--- src/rtl/chorus_delay_ctrl.sv ---
// ---------------------------------------------------------------------------
// chorus_delay_ctrl
//
// Initiator side of the chorus delay-line RAM. Each accepted audio sample is
// written into a circular buffer, and the sample "d" entries older is read
// back in the same RAM access. d is the nominal delay plus a triangle LFO
// offset. The block emits the delayed (wet) sample, or a 50/50 dry/wet mix
// when the CHORUS_DRY_MIX_EN macro is defined at build time.
//
// Configuration macro:
//   CHORUS_DRY_MIX_EN  defined   -> data_o = (dry + wet) >>> 1
//                      undefined -> data_o = wet (no adder is built)
//
// Parameters:
//   width_p  sample width, signed two's complement
//   depth_p  delay-line entries, power of 2, must match the attached RAM
//
// Ports:
//   clk_i           single clock
//   reset_i         synchronous, active-high reset
//   valid_i/ready_o input sample handshake, data_i is the dry sample
//   valid_o/ready_i output sample handshake, data_o is the output sample
//   base_delay_i    nominal delay in samples
//   mod_depth_i     LFO swing in samples (0 = no modulation)
//   rate_i          LFO steps once every rate_i+1 output samples
//   ram_wr_*        write port strobe/data/address towards the RAM
//   ram_rd_*        read port strobe/address towards the RAM
//   ram_rd_data_i   read data, valid one cycle after the read strobe
//
// Sample flow: IDLE (accept) -> ACCESS (RAM strobes) -> CAPT (capture read
// data) -> OUT (present until handshake) -> IDLE. One sample per 4 cycles
// at best, output valid 3 cycles after the accept.
// ---------------------------------------------------------------------------
module chorus_delay_ctrl #(
  parameter int width_p = 16,
  parameter int depth_p = 512
) (
  input  logic                       clk_i,
  input  logic                       reset_i,
  input  logic                       valid_i,
  output logic                       ready_o,
  input  logic [width_p-1:0]         data_i,
  output logic                       valid_o,
  input  logic                       ready_i,
  output logic [width_p-1:0]         data_o,
  input  logic [$clog2(depth_p)-1:0] base_delay_i,
  input  logic [$clog2(depth_p)-1:0] mod_depth_i,
  input  logic [7:0]                 rate_i,
  output logic                       ram_wr_valid_o,
  output logic [width_p-1:0]         ram_wr_data_o,
  output logic [$clog2(depth_p)-1:0] ram_wr_addr_o,
  output logic                       ram_rd_valid_o,
  output logic [$clog2(depth_p)-1:0] ram_rd_addr_o,
  input  logic [width_p-1:0]         ram_rd_data_i
);

  localparam int aw_lp = $clog2(depth_p);

  typedef enum logic [1:0] {
    IDLE,
    ACCESS,
    CAPT,
    OUT
  } state_e;

  state_e             state_q;

  // Circular-buffer bookkeeping. fill_q is one bit wider so that it can
  // reach depth_p and stay there once the buffer has been fully written.
  logic [aw_lp-1:0]   wr_ptr_q;
  logic [aw_lp:0]     fill_q;

  // LFO state: current offset, direction, and the handshake counter that
  // divides the LFO step rate.
  logic [aw_lp-1:0]   lfo_q;
  logic               lfo_down_q;
  logic [7:0]         rate_cnt_q;

  // Per-sample context captured at the accept.
  logic [width_p-1:0] dry_q;
  logic [aw_lp-1:0]   delay_q;
  logic [aw_lp-1:0]   rd_addr_q;
  logic [aw_lp-1:0]   mod_q;
  logic [7:0]         rate_q;

  // Registered output flags, decoded from the next state.
  logic [width_p-1:0] data_q;
  logic               valid_q;
  logic               ready_q;
  logic               wr_strobe_q;
  logic               rd_strobe_q;

  // Combinational helpers.
  logic [aw_lp:0]     delay_sum;
  logic [aw_lp-1:0]   delay_next;
  logic [aw_lp-1:0]   rd_addr_next;
  logic [width_p-1:0] wet;
  logic [width_p-1:0] out_sample;
  logic [aw_lp-1:0]   lfo_next;
  logic               lfo_down_next;
  logic [7:0]         rate_cnt_next;
  logic               lfo_tick;

  // Effective delay. The sum is one bit wider so an overflow past the end
  // of the buffer is visible in the top bit; since both operands are below
  // depth_p, that bit alone tells us the sum exceeds depth_p-1. A zero delay
  // is lifted to 1 so the read never collides with the write of the same
  // access.
  assign delay_sum = {1'b0, base_delay_i} + {1'b0, lfo_q};

  always_comb begin
    delay_next = delay_sum[aw_lp-1:0];
    if (delay_sum[aw_lp]) begin
      delay_next = '1;
    end else if (delay_sum == '0) begin
      delay_next = aw_lp'(1);
    end
  end

  // Power-of-2 depth: the natural wrap of the subtraction is the modulo.
  assign rd_addr_next = wr_ptr_q - delay_next;

  // The RAM location is only meaningful once at least delay_q samples have
  // been written since reset; before that it holds stale or uninitialised
  // contents, so the wet path is muted.
  assign wet = (fill_q >= {1'b0, delay_q}) ? ram_rd_data_i : '0;

`ifdef CHORUS_DRY_MIX_EN
  // Dry/wet mix: sign-extended sum, then drop the LSB. Taking bits
  // [width_p:1] of the signed sum is an arithmetic shift right by one that
  // rounds toward minus infinity and always fits back into width_p bits.
  logic signed [width_p:0] mix_sum;

  assign mix_sum    = $signed({dry_q[width_p-1], dry_q}) + $signed({wet[width_p-1], wet});
  assign out_sample = mix_sum[width_p:1];
`else
  assign out_sample = wet;
`endif

  // LFO update applied on each output handshake. The rate counter uses >=
  // so that lowering rate_i between samples can never leave it counting
  // past the new terminal value. If the swing was reduced below the current
  // offset, the offset is clamped to the new swing and the LFO heads down.
  always_comb begin
    lfo_next      = lfo_q;
    lfo_down_next = lfo_down_q;
    lfo_tick      = (rate_cnt_q >= rate_q);
    rate_cnt_next = lfo_tick ? 8'd0 : rate_cnt_q + 8'd1;

    if (mod_q < lfo_q) begin
      lfo_next      = mod_q;
      lfo_down_next = 1'b1;
    end else if (lfo_tick) begin
      if (!lfo_down_q) begin
        if (lfo_q == mod_q) begin
          lfo_down_next = 1'b1;
          lfo_next      = (lfo_q == '0) ? '0 : lfo_q - aw_lp'(1);
        end else begin
          lfo_next = lfo_q + aw_lp'(1);
        end
      end else begin
        if (lfo_q == '0) begin
          lfo_down_next = 1'b0;
          lfo_next      = (mod_q == '0) ? '0 : aw_lp'(1);
        end else begin
          lfo_next = lfo_q - aw_lp'(1);
        end
      end
    end
  end

  // Main sequencer. All outputs are registered flags set alongside the
  // state transition that enters the state they belong to. Reset aborts any
  // sample in flight and returns to an empty buffer.
  always_ff @(posedge clk_i) begin
    if (reset_i) begin
      state_q     <= IDLE;
      wr_ptr_q    <= '0;
      fill_q      <= '0;
      lfo_q       <= '0;
      lfo_down_q  <= 1'b0;
      rate_cnt_q  <= '0;
      dry_q       <= '0;
      delay_q     <= '0;
      rd_addr_q   <= '0;
      mod_q       <= '0;
      rate_q      <= '0;
      data_q      <= '0;
      valid_q     <= 1'b0;
      ready_q     <= 1'b1;
      wr_strobe_q <= 1'b0;
      rd_strobe_q <= 1'b0;
    end else begin
      case (state_q)
        IDLE: begin
          if (valid_i && ready_q) begin
            dry_q       <= data_i;
            delay_q     <= delay_next;
            rd_addr_q   <= rd_addr_next;
            mod_q       <= mod_depth_i;
            rate_q      <= rate_i;
            ready_q     <= 1'b0;
            wr_strobe_q <= 1'b1;
            rd_strobe_q <= 1'b1;
            state_q     <= ACCESS;
          end
        end

        ACCESS: begin
          wr_strobe_q <= 1'b0;
          rd_strobe_q <= 1'b0;
          state_q     <= CAPT;
        end

        CAPT: begin
          data_q  <= out_sample;
          valid_q <= 1'b1;
          state_q <= OUT;
        end

        OUT: begin
          if (ready_i) begin
            valid_q    <= 1'b0;
            ready_q    <= 1'b1;
            wr_ptr_q   <= wr_ptr_q + aw_lp'(1);
            fill_q     <= fill_q[aw_lp] ? fill_q : fill_q + (aw_lp + 1)'(1);
            lfo_q      <= lfo_next;
            lfo_down_q <= lfo_down_next;
            rate_cnt_q <= rate_cnt_next;
            state_q    <= IDLE;
          end
        end

        default: begin
          state_q <= IDLE;
        end
      endcase
    end
  end

  // The reset input also masks the handshake and strobe outputs directly,
  // so nothing is offered or written during the reset cycle itself even if
  // the sequencer was mid-sample.
  assign ready_o        = ready_q & ~reset_i;
  assign valid_o        = valid_q & ~reset_i;
  assign data_o         = reset_i ? '0 : data_q;
  assign ram_wr_valid_o = wr_strobe_q & ~reset_i;
  assign ram_wr_data_o  = dry_q;
  assign ram_wr_addr_o  = wr_ptr_q;
  assign ram_rd_valid_o = rd_strobe_q & ~reset_i;
  assign ram_rd_addr_o  = rd_addr_q;

endmodule

--- config.mk ---
export PLATFORM = sky130hd
export DESIGN_NAME = chorus_delay_ctrl
export DESIGN_NICKNAME = d
export VERILOG_FILES = /design/src/rtl/chorus_delay_ctrl.sv
export SDC_FILE = /design/constraint.sdc
export NUM_CORES = 1
export LEC_CHECK = 0
export ABC_CLOCK_PERIOD_IN_PS = 6400
export CAP_MARGIN = 30
export CORE_ASPECT_RATIO = 0.8
export CORE_UTILIZATION = 40
export CTS_CLUSTER_DIAMETER = 150
export CTS_CLUSTER_SIZE = 40
export DETAILED_ROUTE_END_ITERATION = 8
export GPL_TIMING_DRIVEN = 0
export PLACE_DENSITY_LB_ADDON = 0.1
export RECOVER_POWER = 100
export SLEW_MARGIN = 5
export SYNTH_ARGS = -nofsm -noshare
export SYNTH_HDL_FRONTEND = slang
export SYNTH_SLANG_ARGS = --single-unit
export TNS_END_PERCENT = 30
--- constraint.sdc ---
create_clock -name clk_i -period 6.4 [get_ports clk_i]
set_input_delay 1.28 -clock clk_i [delete_from_list [all_inputs] [get_ports clk_i]]
set_output_delay 1.28 -clock clk_i [all_outputs]
set_load 0.03 [all_outputs]
---- Word level (Yosys, flattened, before mapping) ----
Index checks and enable logic that the tools add are counted.
cells by class
  add/subtract/negate cells ............... 7
  order comparisons ....................... 3
  equality and inequality tests ........... 6
  mux-type cells .......................... 28
  bitwise gates (word level) .............. 5
  reductions and logical operators ........ 17
operator list
  kind                     count
  $mux W9                  8
  $mux W16                 2
  $add A9 B1 Y9 const B    2
  $logic_not A9 Y1         2
  $add A10 B1 Y10 const B  1
  $add A9 B9 Y10           1
  $ge A10 B9 Y1            1
  $logic_not A10 Y1        1
  $mux W1                  10
  $mux W10                 1
  $reduce_and A2 Y1        5
  $eq A9 B9 Y1             1
  $lt A9 B9 Y1             1
  $reduce_and A3 Y1        3
  $sub A9 B1 Y9 const B    1
  $sub A9 B9 Y9            1
  $add A8 B1 Y8 const B    1
  $ge A8 B8 Y1             1
  $mux W8                  1
  $pmux W2 S4              1
  $reduce_bool A2 Y1       4
  $pmux W1 S2              3
  $eq A2 B2 Y1 const B     2
  $mux W2                  2
  other kinds (6)          10
word-level totals
  bits in registers ....................... 109
  input bits .............................. 62
  output and inout bits ................... 54
  word-level logic and storage cells ...... 82

---- Depth between registers and ports, before layout ----
Gate-level depths: netlist of run 1.
  word-level depth ........................ 6
  depth in mapped cells ................... 18
  mapped depth without buffers ............ 18

---- Worst setup path before layout of run 1 ----
OpenSTA, ideal clock, no wires.
  kind .................................... input -> register
  start ................................... in base_delay_i[0]
  end ..................................... reg rd_addr_q[8] (netlist: ram_rd_addr_o[8])
  setup time .............................. 0.086 ns
  data arrival time ....................... 4.885 ns
  data required time ...................... 6.314 ns
  slack ................................... 1.429 ns
  stages .................................. 18
  path buffers ............................ 0
  cells stage by stage .................... ha_1 fa_1 a21o_1 a211oi_1 nor2_1 or4_1 nor3_1 a311o_1 ha_1 inv_1 fa_1 a21oi_1 o211ai_1 or3_1 a31oi_1 xnor2_1 xnor2_1 a211oi_1
between the ends
  cells in the longest elaborated chain, start to end .. 5
ends and longest elaborated chain
  what                    line  source
  start: declaration      46    input logic [$clog2(depth_p)-1:0] base_delay_i,
  $add A9 B9 Y10 *        109   assign delay_sum = {1'b0, base_delay_i} + {1'b0, lfo_q};
  $logic_not A10 Y1       115   end else if (delay_sum == '0) begin
  $mux W9                 115
  $mux W9 *               113   if (delay_sum[aw_lp]) begin
  via delay_next[0]       95    logic [aw_lp-1:0] delay_next;
  $sub A9 B9 Y9 *         121   assign rd_addr_next = wr_ptr_q - delay_next;
  end signal: assignment  199   rd_addr_q <= rd_addr_next;
  end: declaration        82    logic [aw_lp-1:0] rd_addr_q;
Mark *: on every way through the listed nets, which the timed path passes. The rest lies on a longest branch.
A chain may end at the register's enable or synchronous reset.

---- Worst setup path in the final report of run 1 ----
  start ................................... in reset_i
  end ..................................... out ram_wr_valid_o
between the ends
  cells in the longest elaborated chain, start to end .. 2
ends and longest elaborated chain
  what                line  source
  start: declaration  39    input logic reset_i,
  $not A1 Y1          247   assign ram_wr_valid_o = wr_strobe_q & ~reset_i;
  $and A1 B1 Y1       n/a
  end: declaration    49    output logic ram_wr_valid_o,
Every way passes these cells.

==> tab_implementation.tex, run 1 <==
\begin{tabular}{lr}
\hline
Metric & Value \\
\hline
\multicolumn{2}{l}{\textbf{Routing}} \\
Ratio of routed vias to standard cells & 5.17 \\
First-iteration detailed-routing DRC count & 434 \\
Pre-antenna DRT Iters & 4 \\
Number of vias in the routed layout & 5971 \\
Post-route DRC violation count & 0 \\
Total detailed-routing wirelength & 17200 um \\
Number of nets still failing antenna checks after routing & 0 \\
Average detailed-routed wire length per instance & 14.9 um \\
\multicolumn{2}{l}{\textbf{Yosys}} \\
Proportion of register bits with asynchronous set or reset after synthesis & 0\% \\
Syn Nets & 929 \\
Mean instance size in the synthesized netlist & 7.76 sq um \\
Commonest register cell after synthesis & dfxtp\_1 \\
Xor and xnor area share after synthesis & 4.31\% \\
Area fraction in compound gates after synthesis & 20.0\% \\
Synthesis warning total & 0 \\
Multiplexer share of the synthesized area & 0.159\% \\
Synthesized-area fraction occupied by adder cells & 11.2\% \\
Area share of and/or/nand/nor cells after synthesis & 24.1\% \\
Number of distinct library cells after synthesis & 59 \\
Netlist Area Pre-Place & 6300 sq um \\
Largest family of logic cells by synthesized area & simple AND/OR/NAND/NOR gates \\
Number of enable-type register cells in the synthesized netlist & 0 \\
Sequential element share of the synthesized area & 34.6\% \\
Synth Instances & 812 \\
Number of synthesized register bits & 109 \\
\multicolumn{2}{l}{\textbf{STA}} \\
Transition time of the tightest slew-check pin & 0.980 ns \\
Hold violation total from the final report & 0 \\
Worst slew margin relative to its limit & 34.0\% \\
Post-route clock period utilization & 88.8\% \\
Number of setup violations in the final report & 0 \\
Final critical-path setup slack & 0.719 ns \\
Number of slew-limit violations in the final report & 0 \\
Setup repair after global routing missed its margin & false \\
Setup\_tns & 0 ns \\
Post-layout min period & 5.68 ns \\
Maximum operating frequency & 176 MHz \\
Layout Skew & 0.00823 ns \\
\multicolumn{2}{l}{\textbf{Worst setup path}} \\
Required time at the worst-slack endpoint & 5.12 ns \\
Register-to-register setup slack & 1.87 ns \\
Arrival time worst endpoint & 4.40 ns \\
Depth of the worst register-to-register path & 18 \\
Crit-path max FO & 10 \\
Startpoint of the worst-slack reg-to-reg timing path & lfo\_q[0] \\
WS Path Type & primary input to output port \\
Endpoint kind of the worst setup timing path & output port \\
Endpoint of the worst-slack reg-to-reg timing path & ram\_rd\_addr\_o[8] \\
Crit path launch type & primary input \\
\multicolumn{2}{l}{\textbf{Placed design}} \\
Placer's final routability congestion estimate & 0.879 \\
I/O Buffers & 115 \\
Sum of net half-perimeters after detailed placement & 13000 um \\
Post-place setup slack & 0.548 ns \\
\multicolumn{2}{l}{\textbf{Pwr}} \\
Total Power Consumption & 2.32 mW \\
Max IR drop VDD & 141 uV \\
Leakage power & 3.22 nW \\
Total power per unit cell area & 291 nW/um\^{}2 \\
\multicolumn{2}{l}{\textbf{CTS}} \\
Hold\_buf cts & 0 \\
Total setup buffers inserted after CTS & 0 \\
Clock Sinks & 109 \\
Root Driver & clkbuf\_16 \\
Number of H-tree levels & 3 \\
CTS tree & done \\
Clock slew seen by the registers of the worst setup and hold paths & 0.07 ns \\
Number of gates resized after CTS & 0 \\
CTS max path bufs & 2 \\
CTS Buf Count & 9 \\
Clock Latency Late Sink & 0.35 ns \\
\multicolumn{2}{l}{\textbf{Floorplanning}} \\
Die boundary width & 142 um \\
Num rows & 40 \\
Boundary Pins & 116 \\
Core Box Area & 15200 sq um \\
Floorplan die area & 16300 sq um \\
Initial cell density of the core & 41.4\% \\
Die Ht & 114 um \\
\multicolumn{2}{l}{\textbf{GRT}} \\
Global route total overflow & 0 \\
Vias in the first global route & 5442 \\
Wire length of the first global-routing pass & 28100 um \\
GRT Util Overall & 22.1\% \\
Antenna violations before repair & 1 \\
Maximum number of pins on one net before global-route repair & 19 \\
\multicolumn{2}{l}{\textbf{Run status}} \\
Status & finished clean \\
\multicolumn{2}{l}{\textbf{Layout}} \\
End-of-flow core utilization & 52.5\% \\
Share of cells above drive strength 1 & 2.12\% \\
Layout overhead on the synthesized area & 26.9\% \\
Fillers & 1541 \\
Net total in the final layout & 1055 \\
\multicolumn{2}{l}{\textbf{Job}} \\
Number of maximum-capacitance constraint violations & 0 \\
\multicolumn{2}{l}{\textbf{Hold path}} \\
Min-Delay Startpoint & ram\_rd\_addr\_o[4] \\
End point of the most critical hold path & ram\_rd\_addr\_o[4] \\
Min-delay worst type & flip-flop to flip-flop \\
Hold Path Stages & 2 \\
\hline
\end{tabular}
## synthesized netlist by cell type (5+ instances only)
library cell	number	area (sq um)
a211oi_1	17	128
a21o_1	7	52.6
a21oi_1	73	365
a31oi_1	20	125
and3_1	8	50.1
clkbuf_1	38	143
dfxtp_1	109	2180
ha_1	53	663
inv_1	51	191
nand2_1	108	405
nand2b_1	5	31.3
nand3_1	31	155
nand4_1	12	75.1
nor2_1	84	315
nor2b_1	42	263
nor3_1	9	45.0
o211ai_1	9	67.6
o21a_1	8	60.1
o21ai_0	28	140
o21bai_1	6	45.0
or3_1	9	56.3
xnor2_1	11	96.3
xor2_1	20	175
## how the worst max path moves through the flow
stage	depth (start not counted)	start	endpoint
3_3_place_gp	19	base_delay_i[0]	ram_rd_addr_o[8]
3_5_place_dp	19	base_delay_i[0]	ram_rd_addr_o[8]
4_1_cts	7	reset_i	ram_wr_valid_o
5_1_grt	19	base_delay_i[0]	ram_rd_addr_o[8]
6_report	7	reset_i	ram_wr_valid_o
2_1_floorplan	18	base_delay_i[0]	ram_rd_addr_o[8]
## state kept, by name, summed over array words and instances, names as in the netlist, 8 cells and up
signal and cells:
ram_wr_addr_o 9, data_q 16, mod_q 9, ram_rd_addr_o 9, delay_q 9, rate_q 8
ram_wr_data_o 16, lfo_q 9, rate_cnt_q 8, fill_q 10
## metrics by stage
step / cells / hold WS (ns) / cell area, sq um
6_report: 1154 / 0.455 / 8000
5_1_grt: 1154 / 0.472 / 8000
4_1_cts: 1153 / 0.459 / 8000
3_5_place_dp: 1137 / 0.447 / 7710
3_3_place_gp: 1137 / 0.442 / 7710
2_1_floorplan: 812 / 0.436 / 6300
## worst max-delay path, cell delays in order
cell,delay (ns)
dlygate4sd3_1,0.77
clkbuf_1,0.45
clkbuf_1,0.39
clkbuf_1,0.50
nor2b_1,0.16
buf_4,0.16
dlygate4sd3_1,0.67
## placed cells by master, fill, tap and decap left out, drive strengths merged, types with 3 or more instances in the layout
cell | synthesis | routed
and3 | 8 | 8
nand3 | 31 | 31
nor3 | 10 | 10
inv | 51 | 53
o22ai | 3 | 3
xor2 | 20 | 20
nand2b | 5 | 5
o311ai | 3 | 3
buf | 4 | 3
nand2 | 108 | 108
dlygate4sd3 | 0 | 58
or2 | 3 | 3
a211oi | 18 | 18
ha | 53 | 53
xnor2 | 11 | 11
or3 | 9 | 9
a21oi | 73 | 73
a21o | 7 | 7
dfxtp | 109 | 109
clkbuf | 38 | 50
nor2b | 42 | 42
o21bai | 6 | 6
o211ai | 9 | 9
o21a | 8 | 8
o21ai | 30 | 30
nor2 | 84 | 84
clkdlybuf4s50 | 0 | 57
o31ai | 3 | 3
nor4 | 3 | 3
a31oi | 20 | 20
nand4 | 12 | 12
clkinv | 0 | 3
## metal layers
metal | global-route usage (%) | share of wire [%]
met1 | 32.4 | 53
met5 | 0 | 0
met4 | 5.16 | 1.1
met3 | 5.40 | 5.8
met2 | 32.1 | 41
## cell type report
class	instances	area (sq um)	share of cell area, %
multi-input combinational	610	3760	47.0
clock buffer	11	243	3.04
antenna	1	2.50	0.0313
timing repair buffer	115	1150	14.4
clock inverter	5	42.5	0.532
tap	210	263	3.29
buffer	42	163	2.03
inverter	51	191	2.39
sequential	109	2180	27.3
## power by group
| part | leakage (nW) | switching [mW] | internal [mW] |
|---|---|---|---|
| logic | 2.19 | 0.590 | 0.339 |
| registers | 0.886 | 0.0666 | 0.773 |
| clock network | 0.142 | 0.274 | 0.281 |
| total | 3.22 | 0.931 | 1.39 |
## kinds of logic (layout without fill, tap and decap cells)
logic type               count (synthesis)  after routing
AND/OR/NAND/NOR                        324            324
adder cells (fa/ha/maj)                 55             55
multiplexers                             1              1
XOR/XNOR                                31             31
flip-flops                             109            109
other                                    0              1
AO/OA/AOI/OAI                          199            199
buffers and inverters                   93            224
(Power assumes the default switching activity.)
==> run 2: changes to the inputs <==
Settings changed: SETUP_SLACK_MARGIN set to 0.5.
==> results of run 2 <==
Same layout as run 1: the final DEF is identical, and so are final timing and power.
